`src/rtl/mem_mgr_noc_pkg.sv`:
```
// rtl/mem_mgr_noc_pkg.sv - shared NoC opcodes, header field positions and decoder states
package mem_mgr_noc_pkg;

    localparam logic [2:0] MACK   = 3'd1;
    localparam logic [2:0] MDATA  = 3'd2;
    localparam logic [2:0] MPUT   = 3'd4;
    localparam logic [2:0] MGET   = 3'd5;
    localparam logic [2:0] MLOAD  = 3'd6;
    localparam logic [2:0] MSTORE = 3'd7;

    localparam int HDR_LONG_BIT = 28;
    localparam int HDR_CODE_LSB = 25;
    localparam int HDR_PT_BIT   = 24;
    localparam int HDR_SRCY_LSB = 21;
    localparam int HDR_SRCX_LSB = 18;
    localparam int HDR_OFS_LSB  = 6;
    localparam int HDR_LEN_LSB  = 12;
    localparam int HDR_DSTY_LSB = 3;
    localparam int HDR_DSTX_LSB = 0;

    typedef enum logic [2:0] {
        IDLE,
        ADDR,
        WDATA,
        RREQ,
        WAIT_RSP,
        DRAIN
    } dec_state_t;

    // Short packets move one word; long packets move 2^len words.
    function automatic logic [16:0] word_count(input logic is_long, input logic [3:0] len);
        return is_long ? (17'd1 << len) : 17'd1;
    endfunction

endpackage

```
`src/rtl/mem_mgr_noc_hdr_check.sv`:
```
// rtl/mem_mgr_noc_hdr_check.sv - combinational header field extraction and validity checks
module mem_mgr_noc_hdr_check
    import mem_mgr_noc_pkg::*;
#(
    parameter int XY_SZ        = 3,
    parameter int MAX_LEN_LOG2 = 8
) (
    input  logic [31:0]        hdr,
    input  logic [2*XY_SZ-1:0] own_id,
    output logic [2:0]         code,
    output logic               is_long,
    output logic [3:0]         len,
    output logic               dest_ok,
    output logic               code_ok,
    output logic               len_ok
);

    logic unused_hdr_bits;
    assign unused_hdr_bits = ^{hdr[31:29], hdr[24:16], hdr[11:6]};

    assign code    = hdr[HDR_CODE_LSB +: 3];
    assign is_long = hdr[HDR_LONG_BIT];
    assign len     = hdr[HDR_LEN_LSB +: 4];
    assign dest_ok = ({hdr[HDR_DSTY_LSB +: XY_SZ], hdr[HDR_DSTX_LSB +: XY_SZ]} == own_id);
    assign code_ok = (code == MPUT) || (code == MGET) || (code == MLOAD) || (code == MSTORE);
    assign len_ok  = !is_long || (int'(len) <= MAX_LEN_LOG2);

endmodule

```
`src/rtl/mem_mgr_noc_decoder.sv`:
```
// rtl/mem_mgr_noc_decoder.sv - inbound NoC packet parser issuing CPU-bus word requests
module mem_mgr_noc_decoder
    import mem_mgr_noc_pkg::*;
#(
    parameter int XY_SZ        = 3,
    parameter int MAX_LEN_LOG2 = 8
) (
    input  logic               clk_ctrl,
    input  logic               clk_ctrl_rst_low,
    input  logic [2*XY_SZ-1:0] HsrcId,
    input  logic               stream_in_TVALID,
    input  logic [31:0]        stream_in_TDATA,
    input  logic [3:0]         stream_in_TKEEP,
    input  logic               stream_in_TLAST,
    output logic               stream_in_TREADY,
    output logic               cpu_req_valid,
    output logic               cpu_req_we,
    output logic [31:0]        cpu_req_addr,
    output logic [31:0]        cpu_req_data,
    input  logic               cpu_req_ready,
    output logic [31:0]        header1,
    output logic [31:0]        data1,
    input  logic               rsp_done,
    output logic               busy,
    output logic               err_pulse
);

    dec_state_t  state;
    logic        running;
    logic [31:0] addr_q;
    logic [16:0] ctr;

    logic [2:0]  in_code;
    logic        in_long;
    logic [3:0]  in_len;
    logic        dest_ok, code_ok, len_ok;

    logic unused_keep;
    assign unused_keep = ^stream_in_TKEEP;

    mem_mgr_noc_hdr_check #(
        .XY_SZ        (XY_SZ),
        .MAX_LEN_LOG2 (MAX_LEN_LOG2)
    ) u_hdr_check (
        .hdr     (stream_in_TDATA),
        .own_id  (HsrcId),
        .code    (in_code),
        .is_long (in_long),
        .len     (in_len),
        .dest_ok (dest_ok),
        .code_ok (code_ok),
        .len_ok  (len_ok)
    );

    logic unused_in_fields;
    assign unused_in_fields = ^{in_code, in_long, in_len};

    logic [2:0] cur_code;
    logic       cur_is_write;
    assign cur_code     = header1[HDR_CODE_LSB +: 3];
    assign cur_is_write = (cur_code == MPUT) || (cur_code == MSTORE);

    logic accept;
    assign accept = stream_in_TVALID && stream_in_TREADY;

    // Write data passes straight through to the CPU bus; running keeps TREADY low while in reset.
    always_comb begin
        stream_in_TREADY = 1'b0;
        cpu_req_valid    = 1'b0;
        cpu_req_we       = 1'b0;
        cpu_req_data     = 32'd0;
        if (running) begin
            case (state)
                IDLE, ADDR, DRAIN: stream_in_TREADY = 1'b1;
                WDATA: begin
                    stream_in_TREADY = cpu_req_ready;
                    cpu_req_valid    = stream_in_TVALID;
                    cpu_req_we       = 1'b1;
                    cpu_req_data     = stream_in_TDATA;
                end
                RREQ:    cpu_req_valid = 1'b1;
                default: ;
            endcase
        end
    end

    assign cpu_req_addr = addr_q;
    assign busy         = (state != IDLE);

    always_ff @(posedge clk_ctrl or negedge clk_ctrl_rst_low) begin
        if (!clk_ctrl_rst_low) begin
            state     <= IDLE;
            running   <= 1'b0;
            header1   <= 32'd0;
            data1     <= 32'd0;
            addr_q    <= 32'd0;
            ctr       <= 17'd0;
            err_pulse <= 1'b0;
        end else begin
            running   <= 1'b1;
            err_pulse <= 1'b0;
            case (state)
                IDLE: if (accept) begin
                    header1 <= stream_in_TDATA;
                    if (!(dest_ok && code_ok && len_ok)) begin
                        err_pulse <= 1'b1;
                        state     <= stream_in_TLAST ? IDLE : DRAIN;
                    end else if (stream_in_TLAST) begin
                        err_pulse <= 1'b1;
                    end else begin
                        state <= ADDR;
                    end
                end
                ADDR: if (accept) begin
                    data1  <= stream_in_TDATA;
                    addr_q <= stream_in_TDATA;
                    ctr    <= word_count(header1[HDR_LONG_BIT], header1[HDR_LEN_LSB +: 4]);
                    if (cur_is_write) begin
                        if (stream_in_TLAST) begin
                            err_pulse <= 1'b1;
                            state     <= IDLE;
                        end else begin
                            state <= WDATA;
                        end
                    end else if (stream_in_TLAST) begin
                        state <= RREQ;
                    end else begin
                        err_pulse <= 1'b1;
                        state     <= DRAIN;
                    end
                end
                WDATA: if (stream_in_TVALID && cpu_req_ready) begin
                    addr_q <= addr_q + 32'd4;
                    ctr    <= ctr - 17'd1;
                    if (ctr == 17'd1) begin
                        if (stream_in_TLAST) begin
                            state <= (cur_code == MSTORE) ? WAIT_RSP : IDLE;
                        end else begin
                            err_pulse <= 1'b1;
                            state     <= DRAIN;
                        end
                    end else if (stream_in_TLAST) begin
                        err_pulse <= 1'b1;
                        state     <= IDLE;
                    end
                end
                RREQ: if (cpu_req_ready) begin
                    addr_q <= addr_q + 32'd4;
                    ctr    <= ctr - 17'd1;
                    if (ctr == 17'd1) state <= WAIT_RSP;
                end
                WAIT_RSP: if (rsp_done) state <= IDLE;
                DRAIN:    if (stream_in_TVALID && stream_in_TLAST) state <= IDLE;
                default:  state <= IDLE;
            endcase
        end
    end

endmodule

```
`config.mk`:
```
export PLATFORM = sky130hd
export DESIGN_NAME = mem_mgr_noc_decoder
export DESIGN_NICKNAME = d
export VERILOG_FILES = /design/src/rtl/mem_mgr_noc_pkg.sv /design/src/rtl/mem_mgr_noc_hdr_check.sv /design/src/rtl/mem_mgr_noc_decoder.sv
export SDC_FILE = /design/constraint.sdc
export NUM_CORES = 1
export LEC_CHECK = 0
export ABC_AREA = 1
export CORE_MARGIN = 8
export CORE_UTILIZATION = 34
export DETAILED_ROUTE_END_ITERATION = 6
export PLACE_DENSITY_LB_ADDON = 0.1
export SKIP_LAST_GASP = 1
export SYNTH_ARGS = -nofsm -noshare
export SYNTH_HDL_FRONTEND = slang
export SYNTH_SLANG_ARGS = --single-unit
```
`constraint.sdc`:
```
create_clock -name clk_ctrl -period 5.99 [get_ports clk_ctrl]
set_input_delay 0.599 -clock clk_ctrl [delete_from_list [all_inputs] [get_ports clk_ctrl]]
set_output_delay 0.599 -clock clk_ctrl [all_outputs]
set_load 0.1 [all_outputs]
```
**After elaboration in Yosys (flattened, before gate mapping)**

Cells that the tools add are included.

- Register bits: 118
- Input bits: 48
- Output and inout bits: 133
- Word-level logic and storage cells: 96

- $add $sub $neg: 2
- Magnitude comparators: 1
- Equal/unequal tests: 22
- Shifts and indexed selects: 1
- Mux-type cells: 44
- Reduce and logical (&&, ||, !) cells: 19

Operators with widths:

| kind | number |
|---|---|
| $mux 32 | 5 |
| $pmux 32 s3 | 1 |
| $mux 17 | 4 |
| $pmux 17 s3 | 1 |
| $mux 3 | 16 |
| $add 32x3->32 const B | 1 |
| $eq 3x3->1 const B | 8 |
| $pmux 3 s6 | 1 |
| $eq 17x1->1 const B | 1 |
| $shl 1x4->17 const A | 1 |
| $sub 17x1->17 const B | 1 |
| $ne 2x2->1 const B | 7 |
| $mux 1 | 12 |
| $reduce_and 9->1 | 1 |
| $eq 3x2->1 const B | 2 |
| $eq 6x6->1 | 1 |
| $ne 3x3->1 const B | 2 |
| $reduce_bool 3->1 | 2 |
| $logic_and 1x1->1 | 5 |
| $logic_or 1x1->1 | 5 |
| $le 4x4->1 const B | 1 |
| $pmux 1 s2 | 2 |
| $reduce_and 2->1 | 2 |
| $reduce_and 4->1 | 1 |
| 6 further kinds | 6 |

**Logic depth before layout (Yosys ltp)**

Gate-level depths: netlist of the first run.

- Depth after elaboration: 9
- Gate-level depth with buffers: 14
- Depth with buffers taken out: 14

**Hierarchy**

From an unflattened synthesis of the first run, not the netlist that was laid out.

- Cell total of the unflattened synthesis: 1003
- Area, all modules: 6827.8 um2

Modules (own cells, without submodules):

| module | instances | cells each | area each (um2) | seq. area each (um2) |
|---|---|---|---|---|
| mem_mgr_noc_decoder | 1 | 964 | 6637.6 | 2952.8 |
| mem_mgr_noc_hdr_check | 1 | 39 | 190.2 | 0.0 |

**Worst setup path after synthesis of the first run**

OpenSTA, ideal clock, no wires.

- Kind: reg-to-output
- From: register state[1]
- To: output cpu_req_data[0]
- Arrival time: 3.783 ns
- Required time: 5.391 ns
- Path slack: 1.608 ns
- Cell stages (with the launch flop): 8
- Buffers on the path: 1
- Cells stage by stage: dfrtp_1 inv_1 nor2_1 nand2_1 nor2_1 inv_1 clkbuf_1 nor2_1

- Longest elaborated chain between the ends: 3

RTL lines:

| element | line | text |
|---|---|---|
| from (decl) | mem_mgr_noc_decoder.sv:28 | `dec_state_t state;` |
| from (signal assigned) | mem_mgr_noc_decoder.sv:107 | `state <= stream_in_TLAST ? IDLE : DRAIN;` |
| from (signal assigned) | mem_mgr_noc_decoder.sv:137 | `state <= (cur_code == MSTORE) ? WAIT_RSP : IDLE;` |
| $eq 3x2->1 | mem_mgr_noc_decoder.sv:73 | `case (state)` |
| $mux 32 | mem_mgr_noc_decoder.sv:73 |  |
| $mux 32 | mem_mgr_noc_decoder.sv:72 | `if (running) begin` |
| to (decl) | mem_mgr_noc_decoder.sv:19 | `output logic [31:0] cpu_req_data,` |

No other way between the ends.

**Worst setup path after layout of the first run**

- From: register state[1]
- To: output cpu_req_data[29]

Same word-level chain as after synthesis.

==> results.md, run 1 <==
- Final #Nets: roughly 1,200
- Gpl congestion: 0.9168
- Fin util: 0.4825
- WL/cell: around 17 um
- Gr usage total: 0.1990
- Vias in the first global route: about 6,400
- Final-report setup violation count: 0
- Placement Setup Slack: about 2.6 ns
- Multi-input gate area: ~3100 um2
- Die Width: about 160 um
- Unique masters post-synth: 32
- R2R Setup Slk: about 3.2 ns
- Multiplexer share of the synthesized area: 0.001699
- Share of Yosys cell area claimed by the top area cell type: 0.4455
- Worst Path Class, Setup: reg2out
- Max_slew headroom: 0.2979
- Reg area: ~3000 um2
- Vias per cell: roughly 4.8
- Tcrit/Tclk final: 0.6485
- XOR/XNOR share of the synthesized area: 0.006606
- CTS tree: done
- Via Count: roughly 6,700
- Final hold slack: ~0.35 ns
- Hold Path Class: in2async
- Ys flop type: dfrtp_1
- CTS max path bufs: 2
- Initial Utilization: 0.3440
- Layout area overhead: 40.28%
- Core area: 19,270 um2
- Pins Over Slew Limit: 0
- Final ANT Viol Nets: 0
- Post-Synth Adder-Cell Area: 0.01133
- Die Height: roughly 160 um
- Routed wire length: approximately 24,000 um
- Clock transition at the registers of the reported paths: roughly 0.060 ns
- First-pass GRT wire length: roughly 37,000 um
- Crit path capture: cpu_req_data[29]
- Boundary Pins: around 180
- Yosys warns: 0
- Grt total ovfl: 0
- Top-count cell post-synth: nand2_1
- # resized after CTS: 0
- Status: completed
- Register bit total from synthesis: between 100 and 150
- Req. time, crit path: 5.39 ns
- Max FO, Critical Path: 31
- Largest family of logic cells by synthesized area: simple AND/OR/NAND/NOR gates
- DR iter-0 viols: 481
- Reg-to-Reg End: cpu_req_addr[5]
- CP Launch Type: flop
- Sum Neg Setup Slack: 0 ns
- Worst-Margin Slew: approximately 1.0 ns
- RSZ-0062 raised after global routing: false
- Clk_lat worst skew: between 0.4 and 0.5 ns
- Post-synth EDFFs: 0
- CP arrival: roughly 3.3 ns
- Setup WS post-layout: between 2 and 2.5 ns
- Post-Syn Area: ~6600 um2
- Met3 Use GR: 0.06150
- Final Hold Vio Count: 0
- Post-DP HPWL: 17,830 um
- Clock Skew: ~0.011 ns
- Post-synth net total: roughly 1,000
- CP Capture Type: output pin
- Share of cells above drive strength 1: 0.04525
- FP Rows: 51
- CP startpoint: state[1]
- Total Die Area: about 24,000 um2
- Avg Synthesized Cell Area: 7.007 um2
- R2R Path Start: state[2]
- Cell count after synthesis: about 950
- GR Util met1: 0.2516
- Simple-gate share of the synthesized area: 0.3035
- Synth area leader: dfrtp_1
- Fill cells: ~2,000
- Commonest cells post-synth: nand2_1, nor2_1, dfrtp_1
- Cts bufs inserted: 17
- Min Clock Period, post-route: between 3 and 4 ns
- Max-cap violations: 0
- Busiest layer in global routing: met2
- Pre-antenna DRT Iters: 5
- Ranking of synthesized cells by area: dfrtp_1, nand2_1, nor2_1, inv_1, a21oi_1
- # diodes: 0
- Synth Area in Compound Gates: 0.1416
- Initial antenna violation count: 0
- DRC Markers: 0
- Post-CTS setup buffers: 0
- Grt met2 use: 0.3240
- F_max: roughly 260 MHz
- FF-to-FF path depth: 9
- Cts hold-fix bufs: 0
- Post-synthesis sequential area ratio: 0.4455
- Clk root buf: clkbuf_16
- Port bufs: approximately 180
- Async set-reset flop share out of synthesis: 1.000
- Pin count of the biggest net entering global routing: 80
- CTS Sinks: ~120
- H-Tree Depth: 4
-- critical path, cell delays in order, from the launching register on --
cell and delay (ns):
dfrtp_1 0.40, inv_1 0.16, nor2_4 0.13, nand2_1 0.07, nor2_1 0.18, inv_1 0.47, nor2_1 0.26, clkdlybuf4s50_1 1.17
-- metal layers --
metal,vias to the layer above,wire (um)
met5,-,0
met3,21,1752
li1,3381,-
met2,225,11130
met1,3117,10420
met4,0,403
-- per-stage QoR --
step,instances,instance area [um2]
5_1_grt,1392,9299
3_5_place_dp,1360,8605
4_1_cts,1392,9299
3_3_place_gp,1360,8605
2_1_floorplan,946,6629
6_report,1392,9299
-- worst min path at each step --
stage,start,to
floorplan,clk_ctrl_rst_low,cpu_req_addr[0]
global placement,cpu_req_addr[0],cpu_req_addr[0]
detailed placement,data1[4],data1[4]
CTS,clk_ctrl_rst_low,header1[18]
global route,clk_ctrl_rst_low,header1[18]
finish,clk_ctrl_rst_low,header1[20]
-- state kept, by name, summed over array words and instances, names as in the netlist --
name          flops
state             3
running           1
data1            32
cpu_req_addr     32
err_pulse         1
header1          32
ctr              17
-- cells in the final DEF, fill, tap and decap left out --
master           synthesis  layout
nor3_1                  19      19
nor2_2                   2       2
mux2_2                   1       1
clkbuf_16                0      17
o211ai_1                 8       8
o21ai_0                 58      58
conb_1                   1       1
xor2_1                   5       5
a31o_2                   1       1
nor2_1                 144     143
nand2_2                  2       2
nand2_1                249     249
inv_1                  113     113
a211oi_1                 1       1
clkdlybuf4s50_1          0     175
nand3b_1                 1       1
o22ai_1                  4       4
inv_2                    2       2
nor4_1                   1       1
a21boi_0                 1       1
bufinv_16                0       6
clkbuf_8                 0       2
nand4_2                  1       1
a21oi_1                 65      65
a22oi_1                  3       3
ha_1                     6       6
dfrtp_1                118     118
nand3_1                 55      55
buf_4                    4       6
clkinv_4                 0       4
inv_6                    0       3
a31oi_1                  3       3
a21o_1                   1       1
nor2_4                   3       4
nand4_1                 13      13
o21ai_1                 33      33
-- cell families (layout without fill, tap and decap cells) --
kind of cell | after synthesis | count (layout)
and+or+nand+nor | 490 | 490
AOI/OAI and AO/OA | 178 | 178
buffers and inverters | 147 | 328
DFF | 118 | 118
adders and majority gates | 6 | 6
xor gates and xnor gates | 5 | 5
other | 1 | 1
muxes | 1 | 1
-- cell type report --
cell class                 count  area share
clock buffer                  19     0.04871
timing repair buffer         181      0.1932
multi-input combinational    681      0.3325
tap                          265     0.03566
clock inverter                13     0.02597
sequential                   118      0.3175
inverter                     115     0.04642
Power of run 1 is left out: the tool's default activity adds up to more than one toggle a clock period on the data nets, which glitch-free logic cannot reach.
==> run 2, diff against run 1 <==
- clock period: 5.99 -> 3.57 ns (I/O delays scaled with it)
==> run 2 against run 1 <==
Compared with the run above:
- clock skew shrank 0.0015 ns
- highest routed layer is now met5
- cell count grew 0.29%
- critical path depth shrank 4
- the run now ends with negative hold slack left
- critical endpoint is now busy
- via count grew 0.42%
- critical path type unchanged
==> results.md, run 2 (synthesized netlist as in run 1, its figures left out) <==
- Min Clock Period, post-route: about 2.8 ns
- Cts bufs inserted: 17 (unchanged)
- F_max: 361.2 MHz
- Final hold slack: -0.004018 ns (-0.3525 ns)
- CTS Sinks: 118 (unchanged)
- Boundary Pins: 181 (unchanged)
- DRC Markers: 0 (unchanged)
- CP arrival: 2.41 ns (-0.88 ns)
- Worst-Margin Slew: 1.049 ns (-0.001163 ns)
- Final-report setup violation count: 0 (unchanged)
- Pin count of the biggest net entering global routing: 64 (-20%)
- Commonest non-fill, non-tap cell in the layout: nand2_1
- Grt total ovfl: 0 (unchanged)
- Crit path max-delay cell type: clkdlybuf4s50_1
- Routed wire length: 23,520 um (-0.78%)
- RSZ-0062 raised after global routing: false
- Initial antenna violation count: 1 (+1)
- Hold Path Class: in2async
- Initial Utilization: 0.3440 (unchanged)
- Final ANT Viol Nets: 0 (unchanged)
- Vias per cell: 4.851 (+0.13%)
- Design Area, Final: 9553 um2 (+2.7%)
- Gpl congestion: 0.9226 (+0.63%)
- Multi-input gate area: 3094 um2 (about the same)
- H-Tree Depth: 4 (unchanged)
- Crit-path cells: nor2_1 -> nand2_1 -> clkdlybuf4s50_1
- Most frequent cells in the layout: nand2_1, nor2_1, clkdlybuf4s50_1, dfrtp_1, inv_1
- Final #Nets: 1,172 (+0.34%)
- Port bufs: 176 (unchanged)
- # resized after CTS: 0 (unchanged)
- Clk root buf: clkbuf_16
- Area after DPL: 8962 um2 (+4.2%)
- CTS max path bufs: 2 (unchanged)
- First-pass GRT wire length: 36,730 um (-0.76%)
- Fill cells: 1,933 (-3.5%)
- Pins Over Slew Limit: 0 (unchanged)
- Status: finished, violations left
- CP Capture Type: output pin
- DR iter-0 viols: 535 (+11%)
- Tcrit/Tclk final: 0.7756
- FP Rows: 51 (unchanged)
- Total Die Area: 24,220 um2 (unchanged)
- Post-DP HPWL: 18,020 um (+1.1%)
- Final Hold Vio Count: 4 (+4)
- Gr usage total: 0.1969 (-0.002095)
- Max-cap violations: 0 (unchanged)
- WL/cell: 16.85 um (-1.1%)
- Max FO, Critical Path: 7 (-77%)
- Clock Skew: 0.009138 ns (-0.001517 ns)
- Vias in the first global route: 6,547 (+2.0%)
- Die Width: 155.6 um (unchanged)
- Worst Path Class, Setup: reg2out
- Clk_lat worst skew: 0.42 ns (about the same)
- Core area: 19,270 um2 (unchanged)
- # diodes: 0 (unchanged)
- Req. time, crit path: 3.21 ns (-2.18 ns)
- Share of cells above drive strength 1: 0.07958 (+0.03432)
- CTS tree: done
- Pre-antenna DRT Iters: 5 (unchanged)
- Buf/Inv on CP: 1 (-2)
- Clock transition at the registers of the reported paths: 0.06 ns (about the same)
- Post-CTS setup buffers: 0 (unchanged)
- Max_slew headroom: 0.2986 (+0.0007770)
- CP peak stage delay: 1.19 ns (+0.02 ns)
- Cts hold-fix bufs: 0 (unchanged)
- Via Count: 6,772 (+0.42%)
- Die Height: 155.6 um (unchanged)
- Reg area: 2953 um2 (unchanged)
- Failing checks: negative hold slack
- Layout area overhead: 44.11%
- CP Launch Type: flop
- Family with the most delay on the worst path: buffers and inverters
-- run 2: cell type report --
| cell class | instances | share of cell area |
|---|---|---|
| Inverter | 115 | 0.04519 |
| Tap cell | 265 | 0.03471 |
| Clock inverter | 14 | 0.01690 |
| Clock buffer | 18 | 0.04492 |
| Sequential cell | 118 | 0.3091 |
| Multi-Input combinational cell | 681 | 0.3239 |
| Timing Repair Buffer | 185 | 0.2253 |
-- run 2: layer usage --
layer / vias up / track usage / part of all wire
li1: 3391 / - / -
met1: 3137 / 0.2443 / 0.44
met2: 207 / 0.3150 / 0.46
met3: 35 / 0.06094 / 0.077
met4: 2 / 0.07579 / 0.024
met5: - / 0 / 0.00055
-- run 2: path summary, 6_finish.rpt --
kind                       slack, ns         endpoint              from  cells after the start
min reg2reg                     0.47  cpu_req_addr[1]   cpu_req_addr[1]                      2
max reg2reg                     1.20  cpu_req_addr[5]          state[1]                      9
min                           -0.004        data1[22]  clk_ctrl_rst_low                      1
max in group asynchronous       2.76        data1[10]  clk_ctrl_rst_low                      2
max                             0.80             busy          state[0]                      3
min in group clk_ctrl           0.47  cpu_req_addr[1]   cpu_req_addr[1]                      2
-- run 2: worst register-to-register path, cell delays in order (launching register included) --
cell	delay, ns
dfrtp_1	0.42
inv_1	0.20
nand2_1	0.10
nor2_2	0.16
o21ai_1	0.15
nand2_2	0.16
nor2_4	0.07
inv_2	0.73
o22ai_1	0.15
a21oi_1	0.16
-- run 2: per-stage QoR --
stage	TNS, ns	instances	utilization	setup slack (ns)
finish	0	1396	0.4957	0.8012
detailed placement	0	1364	0.4651	1.082
global route	0	1396	0.4957	0.7323
floorplan	-1.472	946	-	-0.04908
CTS	0	1396	0.4957	0.7837
global placement	0	1364	0.4651	1.106
Power of run 2 is left out for the same reason.
